===== src/rtl/fifo_write_port_arbiter_if.sv =====
// rtl/fifo_write_port_arbiter_if.sv - requester handshakes, FIFO write port and write-domain pointer/flag bundle
interface fifo_write_port_arbiter_if #(
  parameter int ADDRSIZE = 4,
  parameter int DATASIZE = 8
);
  logic                requester0_valid_unused_guard;
  logic                req0_valid;
  logic [DATASIZE-1:0] req0_data;
  logic                req0_ready;
  logic                req1_valid;
  logic [DATASIZE-1:0] req1_data;
  logic                req1_ready;
  logic [ADDRSIZE:0]   wq2_rptr;
  logic                wclken;
  logic [ADDRSIZE-1:0] waddr;
  logic [DATASIZE-1:0] wdata;
  logic [ADDRSIZE:0]   wptr;
  logic                wfull;
  logic                walmost_full;
  logic [ADDRSIZE:0]   wlevel;
  logic                grant_id;

  // master: the arbiter side, drives handshake responses and the FIFO write port
  modport master (
    input  req0_valid, req0_data, req1_valid, req1_data, wq2_rptr,
    output req0_ready, req1_ready, wclken, waddr, wdata, wptr,
           wfull, walmost_full, wlevel, grant_id
  );

  // slave: requesters, memory and synchronizer around the arbiter
  modport slave (
    output req0_valid, req0_data, req1_valid, req1_data, wq2_rptr,
    input  req0_ready, req1_ready, wclken, waddr, wdata, wptr,
           wfull, walmost_full, wlevel, grant_id
  );
endinterface


===== src/rtl/fifo_write_port_arbiter.sv =====
// rtl/fifo_write_port_arbiter.sv - round-robin write-side controller for an async FIFO
module fifo_write_port_arbiter #(
  parameter int ADDRSIZE     = 4,
  parameter int DATASIZE     = 8,
  parameter int AFULL_THRESH = 12
) (
  input logic                       wr_clk,
  input logic                       wrst,
  fifo_write_port_arbiter_if.master bus
);

  localparam logic [ADDRSIZE:0] AFULL_W = AFULL_THRESH[ADDRSIZE:0];

  logic [ADDRSIZE:0] wbin_q, wbin_d;
  logic [ADDRSIZE:0] wptr_q, wptr_d;
  logic [ADDRSIZE:0] wlevel_q, wlevel_d;
  logic              wfull_q, wfull_d;
  logic              walmost_full_q, walmost_full_d;
  logic              last_grant_q, last_grant_d;

  logic              sel;
  logic              ready0;
  logic              ready1;
  logic              accept;
  logic [ADDRSIZE:0] rbin;
  logic [ADDRSIZE:0] full_cmp;

  // Arbitration: a lone requester wins; under contention the one not served last wins.
  always_comb begin
    sel = 1'b0;
    if (bus.req0_valid && bus.req1_valid) begin
      sel = ~last_grant_q;
    end else if (bus.req1_valid) begin
      sel = 1'b1;
    end
    ready0 = !wfull_q && !wrst && bus.req0_valid && !sel;
    ready1 = !wfull_q && !wrst && bus.req1_valid && sel;
    accept = ready0 | ready1;
  end

  // Gray-to-binary of the synchronized read pointer: bit i is the xor of all Gray bits at or above i.
  always_comb begin
    rbin = '0;
    for (int i = 0; i <= ADDRSIZE; i++) begin
      rbin[i] = ^(bus.wq2_rptr >> i);
    end
  end

  // Next pointer state and flags, all derived from the post-accept write pointer and the current read pointer.
  always_comb begin
    wbin_d       = accept ? wbin_q + 1'b1 : wbin_q;
    wptr_d       = wbin_d ^ (wbin_d >> 1);
    last_grant_d = accept ? sel : last_grant_q;
    full_cmp     = {~bus.wq2_rptr[ADDRSIZE:ADDRSIZE-1], bus.wq2_rptr[ADDRSIZE-2:0]};
    wfull_d      = (wptr_d == full_cmp);
    wlevel_d     = wbin_d - rbin;
    walmost_full_d = (wlevel_d >= AFULL_W);
  end

  // State registers; reset returns pointers to zero and hands priority back to requester 0.
  always_ff @(posedge wr_clk) begin
    if (wrst) begin
      wbin_q         <= '0;
      wptr_q         <= '0;
      wlevel_q       <= '0;
      wfull_q        <= 1'b0;
      walmost_full_q <= 1'b0;
      last_grant_q   <= 1'b1;
    end else begin
      wbin_q         <= wbin_d;
      wptr_q         <= wptr_d;
      wlevel_q       <= wlevel_d;
      wfull_q        <= wfull_d;
      walmost_full_q <= walmost_full_d;
      last_grant_q   <= last_grant_d;
    end
  end

  assign bus.req0_ready   = ready0;
  assign bus.req1_ready   = ready1;
  assign bus.grant_id     = sel;
  assign bus.wclken       = accept;
  assign bus.waddr        = wbin_q[ADDRSIZE-1:0];
  assign bus.wdata        = sel ? bus.req1_data : bus.req0_data;
  assign bus.wptr         = wptr_q;
  assign bus.wfull        = wfull_q;
  assign bus.walmost_full = walmost_full_q;
  assign bus.wlevel       = wlevel_q;

endmodule


===== src/flat_wrapper.sv =====
// flat-port wrapper written by rule: the top's interface ports become plain ports
module fifo_write_port_arbiter_flat 
#(
  parameter int ADDRSIZE     = 4,
  parameter int DATASIZE     = 8,
  parameter int AFULL_THRESH = 12
)
  (wr_clk, wrst, bus_req0_valid, bus_req0_data, bus_req1_valid, bus_req1_data, bus_wq2_rptr, bus_req0_ready, bus_req1_ready, bus_wclken, bus_waddr, bus_wdata, bus_wptr, bus_wfull, bus_walmost_full, bus_wlevel, bus_grant_id);
  fifo_write_port_arbiter_if #(.ADDRSIZE(ADDRSIZE), .DATASIZE(DATASIZE)) bus_i ();
  input logic wr_clk;
  input logic wrst;
  input wire logic [$bits(bus_i.req0_valid)-1:0] bus_req0_valid;
  input wire logic [$bits(bus_i.req0_data)-1:0] bus_req0_data;
  input wire logic [$bits(bus_i.req1_valid)-1:0] bus_req1_valid;
  input wire logic [$bits(bus_i.req1_data)-1:0] bus_req1_data;
  input wire logic [$bits(bus_i.wq2_rptr)-1:0] bus_wq2_rptr;
  output wire logic [$bits(bus_i.req0_ready)-1:0] bus_req0_ready;
  output wire logic [$bits(bus_i.req1_ready)-1:0] bus_req1_ready;
  output wire logic [$bits(bus_i.wclken)-1:0] bus_wclken;
  output wire logic [$bits(bus_i.waddr)-1:0] bus_waddr;
  output wire logic [$bits(bus_i.wdata)-1:0] bus_wdata;
  output wire logic [$bits(bus_i.wptr)-1:0] bus_wptr;
  output wire logic [$bits(bus_i.wfull)-1:0] bus_wfull;
  output wire logic [$bits(bus_i.walmost_full)-1:0] bus_walmost_full;
  output wire logic [$bits(bus_i.wlevel)-1:0] bus_wlevel;
  output wire logic [$bits(bus_i.grant_id)-1:0] bus_grant_id;
  assign bus_i.req0_valid = bus_req0_valid;
  assign bus_i.req0_data = bus_req0_data;
  assign bus_i.req1_valid = bus_req1_valid;
  assign bus_i.req1_data = bus_req1_data;
  assign bus_i.wq2_rptr = bus_wq2_rptr;
  assign bus_req0_ready = bus_i.req0_ready;
  assign bus_req1_ready = bus_i.req1_ready;
  assign bus_wclken = bus_i.wclken;
  assign bus_waddr = bus_i.waddr;
  assign bus_wdata = bus_i.wdata;
  assign bus_wptr = bus_i.wptr;
  assign bus_wfull = bus_i.wfull;
  assign bus_walmost_full = bus_i.walmost_full;
  assign bus_wlevel = bus_i.wlevel;
  assign bus_grant_id = bus_i.grant_id;
  fifo_write_port_arbiter #(.ADDRSIZE(ADDRSIZE), .DATASIZE(DATASIZE), .AFULL_THRESH(AFULL_THRESH)) u_core (.wr_clk(wr_clk), .wrst(wrst), .bus(bus_i));
endmodule

===== config.mk =====
export PLATFORM = sky130hd
export DESIGN_NAME = fifo_write_port_arbiter_flat
export DESIGN_NICKNAME = d
export VERILOG_FILES = /design/src/rtl/fifo_write_port_arbiter_if.sv /design/src/rtl/fifo_write_port_arbiter.sv /design/src/flat_wrapper.sv
export SDC_FILE = /design/constraint.sdc
export NUM_CORES = 1
export LEC_CHECK = 0
export CORE_ASPECT_RATIO = 0.75
export CORE_MARGIN = 4
export CORE_UTILIZATION = 40
export CTS_BUF_LIST = sky130_fd_sc_hd__clkbuf_8
export DETAILED_ROUTE_END_ITERATION = 10
export PLACE_DENSITY_LB_ADDON = 0.12
export SETUP_SLACK_MARGIN = 0.2
export SLEW_MARGIN = 20
export SYNTH_ARGS = -nofsm -noshare
export SYNTH_HDL_FRONTEND = slang
export SYNTH_SLANG_ARGS = --single-unit

===== constraint.sdc =====
create_clock -name wr_clk -period 3.6 [get_ports wr_clk]
set_input_delay 0.54 -clock wr_clk [delete_from_list [all_inputs] [get_ports wr_clk]]
set_output_delay 0.54 -clock wr_clk [all_outputs]
set_load 0.02 [all_outputs]

==> out/qor.yml, run 1 <==
ant_nets: 0
drc: 0
synth.area.top_cells: "dfxtp_1 (32%), xnor2_1 (9.8%), mux2_2 (9.4%), nor2_1 (7.3%), xor2_1 (6.5%)"
post_cts_resized: 0
setup.worst_path.end_class: "register"
dr_total_vias: 990
stdcell_count: 207
synth_cell_types: 32
yosysTopAreaCell: "dfxtp_1"
worstSetupPathType: "primary input to register"
cts.sinks: 17
cts_root_buf: "clkbuf_8"
fmax_mhz: 320.4
synth-edff-count: 0
critical_path_required_ns: 3.73
numCtsBuffers: 3
drv_slew: 0
antennaDiodeCount: 0
fin_skew_ns: 0.006540
min_path_type: "register to register"
drive_above_1_share: 0.1329
final_nets: 203
grt_overflow: 0
via_per_inst: 4.783
cts_tree: "built"
io_buffers: 52
io_pins: 53
leakage_nw: 0.6709
synthToLayoutAreaGrowth_pct: 56.93
ys_seq_area_frac: 0.3166
place_inst: 203
start_util: 0.4439
routed_wirelength_mm: 2.824
netlist_top_cells_count: "nor2_1 (21), dfxtp_1 (17), xnor2_1 (12), mux2_2 (9), xor2_1 (8)"
power.density_nw_per_um2: 377.2
postCtsSetupBuffers: 0
syn-cell-area_um2: 1075
synth_cells: 117
synthArstFlopShare: 0
htree_levels: 1
grt_use_total: 0.1813
ys_ff_latch: 17
drv_cap: 0
min_period_over_period: 0.8670
crit_fanout: 4
status: "finished, final reports clean"
grt_pass1_vias: 1055
max_slew_margin: 0.7353
syn_area_per_cell_um2: 9.186
drtIter0Drc: 28
dieWidth_um: 67.86
rows: 15
synth_warnings: 0
dp_hpwl_mm: 2.354
place_area_um2: 1642
syn_nets: 146
wire_per_inst_um: 13.64
clkTransAtPathRegs_ns: 0.06
clock_latency_ns: 0.25
die_area_um2: 3589
final_area_um2: 1687
postCtsHoldBufs: 0
cts_buffer_depth: 2
hold_violations: 0
fin_setup_tns_ns: 0
startpoint_type: "primary input"
antenna_found_initial: 0
first_pass_iters: 4
arrival_ns: 3.25
setup_viol: 0
grt_setup_unrepaired: "false"
yosysMostFrequentCell: "nor2_1"
die_h_um: 52.89
synth_top_area_frac: 0.3166
grt_pass1_wl_mm: 4.774
min_period_ns: 3.121
gp_congestion: 0.8774
grt_max_degree: 12
core_area_um2: 2421
worst_slew_pin_slew_ns: 0.3937
synthFlopType: "dfxtp_1"
ir_worst_vdd_mv: 0.3015
==> through the flow <==
stage               utilization  total power, mW  hold WS [ns]  setup slack (ns)
floorplan                     -           0.3851        0.4543            0.8222
global placement         0.6780           0.4986        0.4711            0.4034
detailed placement       0.6780           0.5012        0.4818            0.2638
CTS                      0.6966           0.6411        0.4954            0.4797
global route             0.6966           0.6732        0.5303            0.2558
finish                   0.6966           0.6361        0.4912            0.4788
==> metal layers <==
layer  up-vias  GRT usage  part of all wire  wire length, um
li1        507          -                 -                -
met1       441     0.2131              0.44             1242
met2        38     0.2989              0.47             1317
met3         4    0.08068             0.084              237
met4         0    0.04950            0.0092               26
met5         -          0                 0                0
==> final cells by class <==
class,instances,area (um^2)
Timing Repair Buffer,57,558.0
Fill cell,181,734.5
Clock inverter,1,3.754
Multi-Input combinational cell,90,681.9
Inverter,5,18.77
Tap cell,34,42.54
Clock buffer,3,41.29
Sequential cell,17,340.3
==> report_power, final <==
group	internal [mW]	switching (mW)
clock	0.0757	0.0602
combinational	0.147	0.134
sequential	0.211	0.00923
==> cells in the final DEF, fill, tap and decap left out, drive strengths merged <==
cell type,n
a211o,1
a21boi,2
a21oi,2
a221oi,2
and2,3
buf,5
clkbuf,3
clkdlybuf4s50,52
dfxtp,17
ha,4
inv,6
maj3,1
mux2,9
mux2i,1
nand2,3
nand2b,1
nand3,3
nand4,1
nor2,21
nor2b,1
nor3,2
nor3b,2
o21ai,2
o21bai,1
o22ai,2
o31ai,1
or2,1
or4,1
xnor2,14
xor2,9
==> kinds of logic (layout without fill, tap and decap cells) <==
family	Yosys count	in the layout	share of synthesized area
AND/OR/NAND/NOR	39	39	0.1840
buffers and inverters	10	66	0.04889
XOR/XNOR	23	23	0.2084
AO/OA/AOI/OAI	13	13	0.08266
adder cells (fa/ha/maj)	5	5	0.05588
flip-flops	17	17	0.3167
multiplexers	10	10	0.1036
==> critical path, cell delays in order <==
cell	delay [ns]
clkdlybuf4s50_1	0.45
xnor2_1	0.28
xor2_1	0.27
xnor2_1	0.21
xnor2_1	0.16
ha_1	0.22
inv_1	0.06
ha_1	0.21
nor2_1	0.10
o21ai_0	0.08
a221oi_1	0.33
xor2_1	0.23
o22ai_1	0.10
==> flip-flops by register name, indices dropped and copies added (netlist names) <==
signal and flops:
u_core.bus.walmost_full 1, u_core.bus.wfull 1, u_core.bus.wlevel 5, u_core.bus.wptr 5, u_core.last_grant_q 1, u_core.wbin_q 4
==> worst paths after layout <==
path | startpoint | end | slack (ns) | cells after the start
max | bus_wq2_rptr[4] | u_core.bus.walmost_full | 0.48 | 13
min | u_core.last_grant_q | u_core.last_grant_q | 0.49 | 1
max reg2reg | u_core.bus.wfull | u_core.bus.walmost_full | 1.01 | 11
min reg2reg | u_core.last_grant_q | u_core.last_grant_q | 0.49 | 1
(Power assumes the default switching activity.)
==> inputs of run 2 (changes only) <==
--- a/config.mk
+++ b/config.mk
@@ -10,7 +10,7 @@
 export CORE_UTILIZATION = 40
 export CTS_BUF_LIST = sky130_fd_sc_hd__clkbuf_8
 export DETAILED_ROUTE_END_ITERATION = 10
-export PLACE_DENSITY_LB_ADDON = 0.12
+export PLACE_DENSITY_LB_ADDON = 0.25
 export SETUP_SLACK_MARGIN = 0.2
 export SLEW_MARGIN = 20
 export SYNTH_ARGS = -nofsm -noshare
==> run 2 against run 1 <==
Die area did not move; core utilization unchanged; sequential power barely moved; via count grew 1.0%; non-clock buffer count stayed put; combinational power down 1%; sequential share of layout area unchanged; cell count is the same; highest routed layer unchanged.
==> out/qor.yml, run 2 (synthesis gave the netlist of run 1 again) <==
power.density_nw_per_um2: 376.3  # was 377.2 nW/um^2
gp_congestion: 0.8359  # was 0.8774
crit_fanout: 4  # unchanged
drc: 0  # unchanged
arrival_ns: 3.22  # was 3.25 ns
routed_wirelength_mm: 2.778  # was 2.824 mm
setup.worst_path.end_class: "register"  # unchanged
fin_ws_ns: 0.5085  # was 0.4788 ns
grt_use_total: 0.1754  # was 0.1813
dr_total_vias: 1000  # was 990
rows: 15  # unchanged
p_int_mw: 0.4318  # was 0.4329 mW
status: "finished, final reports clean"  # unchanged
postCtsSetupBuffers: 0  # unchanged
rr_endpoint: "u_core.bus.walmost_full"  # unchanged
wire_per_inst_um: 13.42  # was 13.64 um
startpoint: "bus_wq2_rptr[4]"  # unchanged
power.switching_mw: 0.2030  # was 0.2032 mW
fmax_mhz: 323.5  # was 320.4 MHz
worstSetupPathType: "primary input to register"  # unchanged
fin_skew_ns: 0.001797  # was 0.006540 ns
min_period_over_period: 0.8588  # was 0.8670
cts_root_buf: "clkbuf_8"  # unchanged
antennaDiodeCount: 0  # unchanged
cts_buffer_depth: 2  # unchanged
drv_cap: 0  # unchanged
io_pins: 53  # unchanged
drtIter0Drc: 30  # was 28
grt_max_degree: 12  # unchanged
ir_worst_vdd_mv: 0.1801  # was 0.3015 mV
clkTransAtPathRegs_ns: 0.07  # was 0.06 ns
dp_hpwl_mm: 2.316  # was 2.354 mm
critical_path_required_ns: 3.73  # about the same
crit_path_end: "u_core.bus.walmost_full"  # unchanged
min_path_type: "register to register"  # unchanged
core_area_um2: 2421  # unchanged
post_cts_resized: 0  # unchanged
cts_tree: "built"  # unchanged
switching_share: 0.3198  # was 0.3195
multi_input_area_um2: 681.9  # unchanged
grt_pass1_wl_mm: 4.609  # was 4.774 mm
synthToLayoutAreaGrowth_pct: 56.93  # unchanged
dieWidth_um: 67.86  # unchanged
ant_nets: 0  # unchanged
max_slew_margin: 0.7843  # was 0.7353
min_period_ns: 3.092  # was 3.121 ns
r2r-start: "u_core.bus.wfull"  # unchanged
hold_violations: 0  # unchanged
grt_pass1_vias: 1013  # was 1055
drv_slew: 0  # unchanged
final_common_cell: "clkdlybuf4s50_1"  # unchanged
cts.sinks: 17  # unchanged
seq_area_um2: 340.3  # unchanged
startpoint_type: "primary input"  # unchanged
pre_cts_ws_ns: 0.2993  # was 0.2638 ns
htree_levels: 1  # unchanged
antenna_found_initial: 0  # unchanged
final_cell_mix: "clkdlybuf4s50_1 (52), nor2_1 (21), dfxtp_1 (17), xnor2_1 (12), mux2_2 (9)"  # unchanged
die_area_um2: 3589  # unchanged
worst_slew_pin_slew_ns: 0.3208  # was 0.3937 ns
rr_worst_depth: 11  # unchanged
setup_viol: 0  # unchanged
grt_overflow: 0  # unchanged
drive_above_1_share: 0.1329  # unchanged
clock_latency_ns: 0.25  # about the same
clkPwrFrac: 0.219  # was 0.214
comb_power_share: 0.435  # was 0.441
fin_setup_tns_ns: 0  # unchanged
via_per_inst: 4.831  # was 4.783
start_util: 0.4439  # unchanged
leakage_nw: 0.6709  # unchanged
die_h_um: 52.89  # unchanged
final_nets: 203  # unchanged
first_pass_iters: 4  # unchanged
io_buffers: 52  # unchanged
reg2reg_slack_ns: 1.06  # was 1.01 ns
grt_setup_unrepaired: "false"  # unchanged
p_seq_frac: 0.345  # was 0.346
postCtsHoldBufs: 0  # unchanged
fillCellCount: 172  # was 181
numCtsBuffers: 3  # unchanged
run 2: critical path, stage by stage:
cell             delay (ns)
clkdlybuf4s50_1        0.45
xnor2_1                0.28
xor2_1                 0.26
xnor2_1                0.21
xnor2_1                0.17
ha_1                   0.22
inv_1                  0.05
ha_1                   0.21
nor2_1                 0.10
o21ai_0                0.08
a221oi_1               0.32
xor2_1                 0.22
o22ai_1                0.09
run 2: metrics by stage:
| stage | cells | instance area, um^2 | power (mW) | hold WS [ns] | utilization |
|---|---|---|---|---|---|
| floorplan | 117 | 1075 | 0.3851 | 0.4543 | - |
| global placement | 203 | 1642 | 0.4966 | 0.4669 | 0.6780 |
| detailed placement | 203 | 1642 | 0.5005 | 0.4884 | 0.6780 |
| CTS | 207 | 1687 | 0.6400 | 0.5040 | 0.6966 |
| global route | 207 | 1687 | 0.6715 | 0.5470 | 0.6966 |
| finish | 207 | 1687 | 0.6347 | 0.5041 | 0.6966 |
run 2: how the worst min path moves through the flow:
stage / cells after the start / slack (ns) / to / startpoint
CTS: 1 / 0.50 / u_core.last_grant_q / u_core.last_grant_q
floorplan: 1 / 0.45 / u_core.last_grant_q / u_core.last_grant_q
finish: 1 / 0.50 / u_core.last_grant_q / u_core.last_grant_q
global route: 1 / 0.55 / u_core.last_grant_q / u_core.last_grant_q
detailed placement: 1 / 0.49 / u_core.last_grant_q / u_core.last_grant_q
global placement: 1 / 0.47 / u_core.last_grant_q / u_core.last_grant_q
run 2: final cells by class:
type	instances	area share
sequential	17	0.2018
clock buffer	3	0.02448
timing repair buffer	57	0.3309
inverter	5	0.01113
multi-input combinational	90	0.4043
tap	34	0.02522
clock inverter	1	0.002226
run 2: layer usage:
metal  up-vias  global-route usage  wire length [um]
li1        508                   -                 -
met1       448              0.2003              1147
met4         0             0.04950                27
met5         -                   0                 0
met2        40              0.2973              1289
met3         4             0.07643               313
run 2: power groups by stage:
stage	combinational [mW]	sequential (mW)	clock, mW
floorplan	0.135	0.250	0
global placement	0.274	0.223	0
detailed placement	0.277	0.224	0
CTS	0.279	0.219	0.141
global route	0.299	0.221	0.151
finish	0.276	0.219	0.139
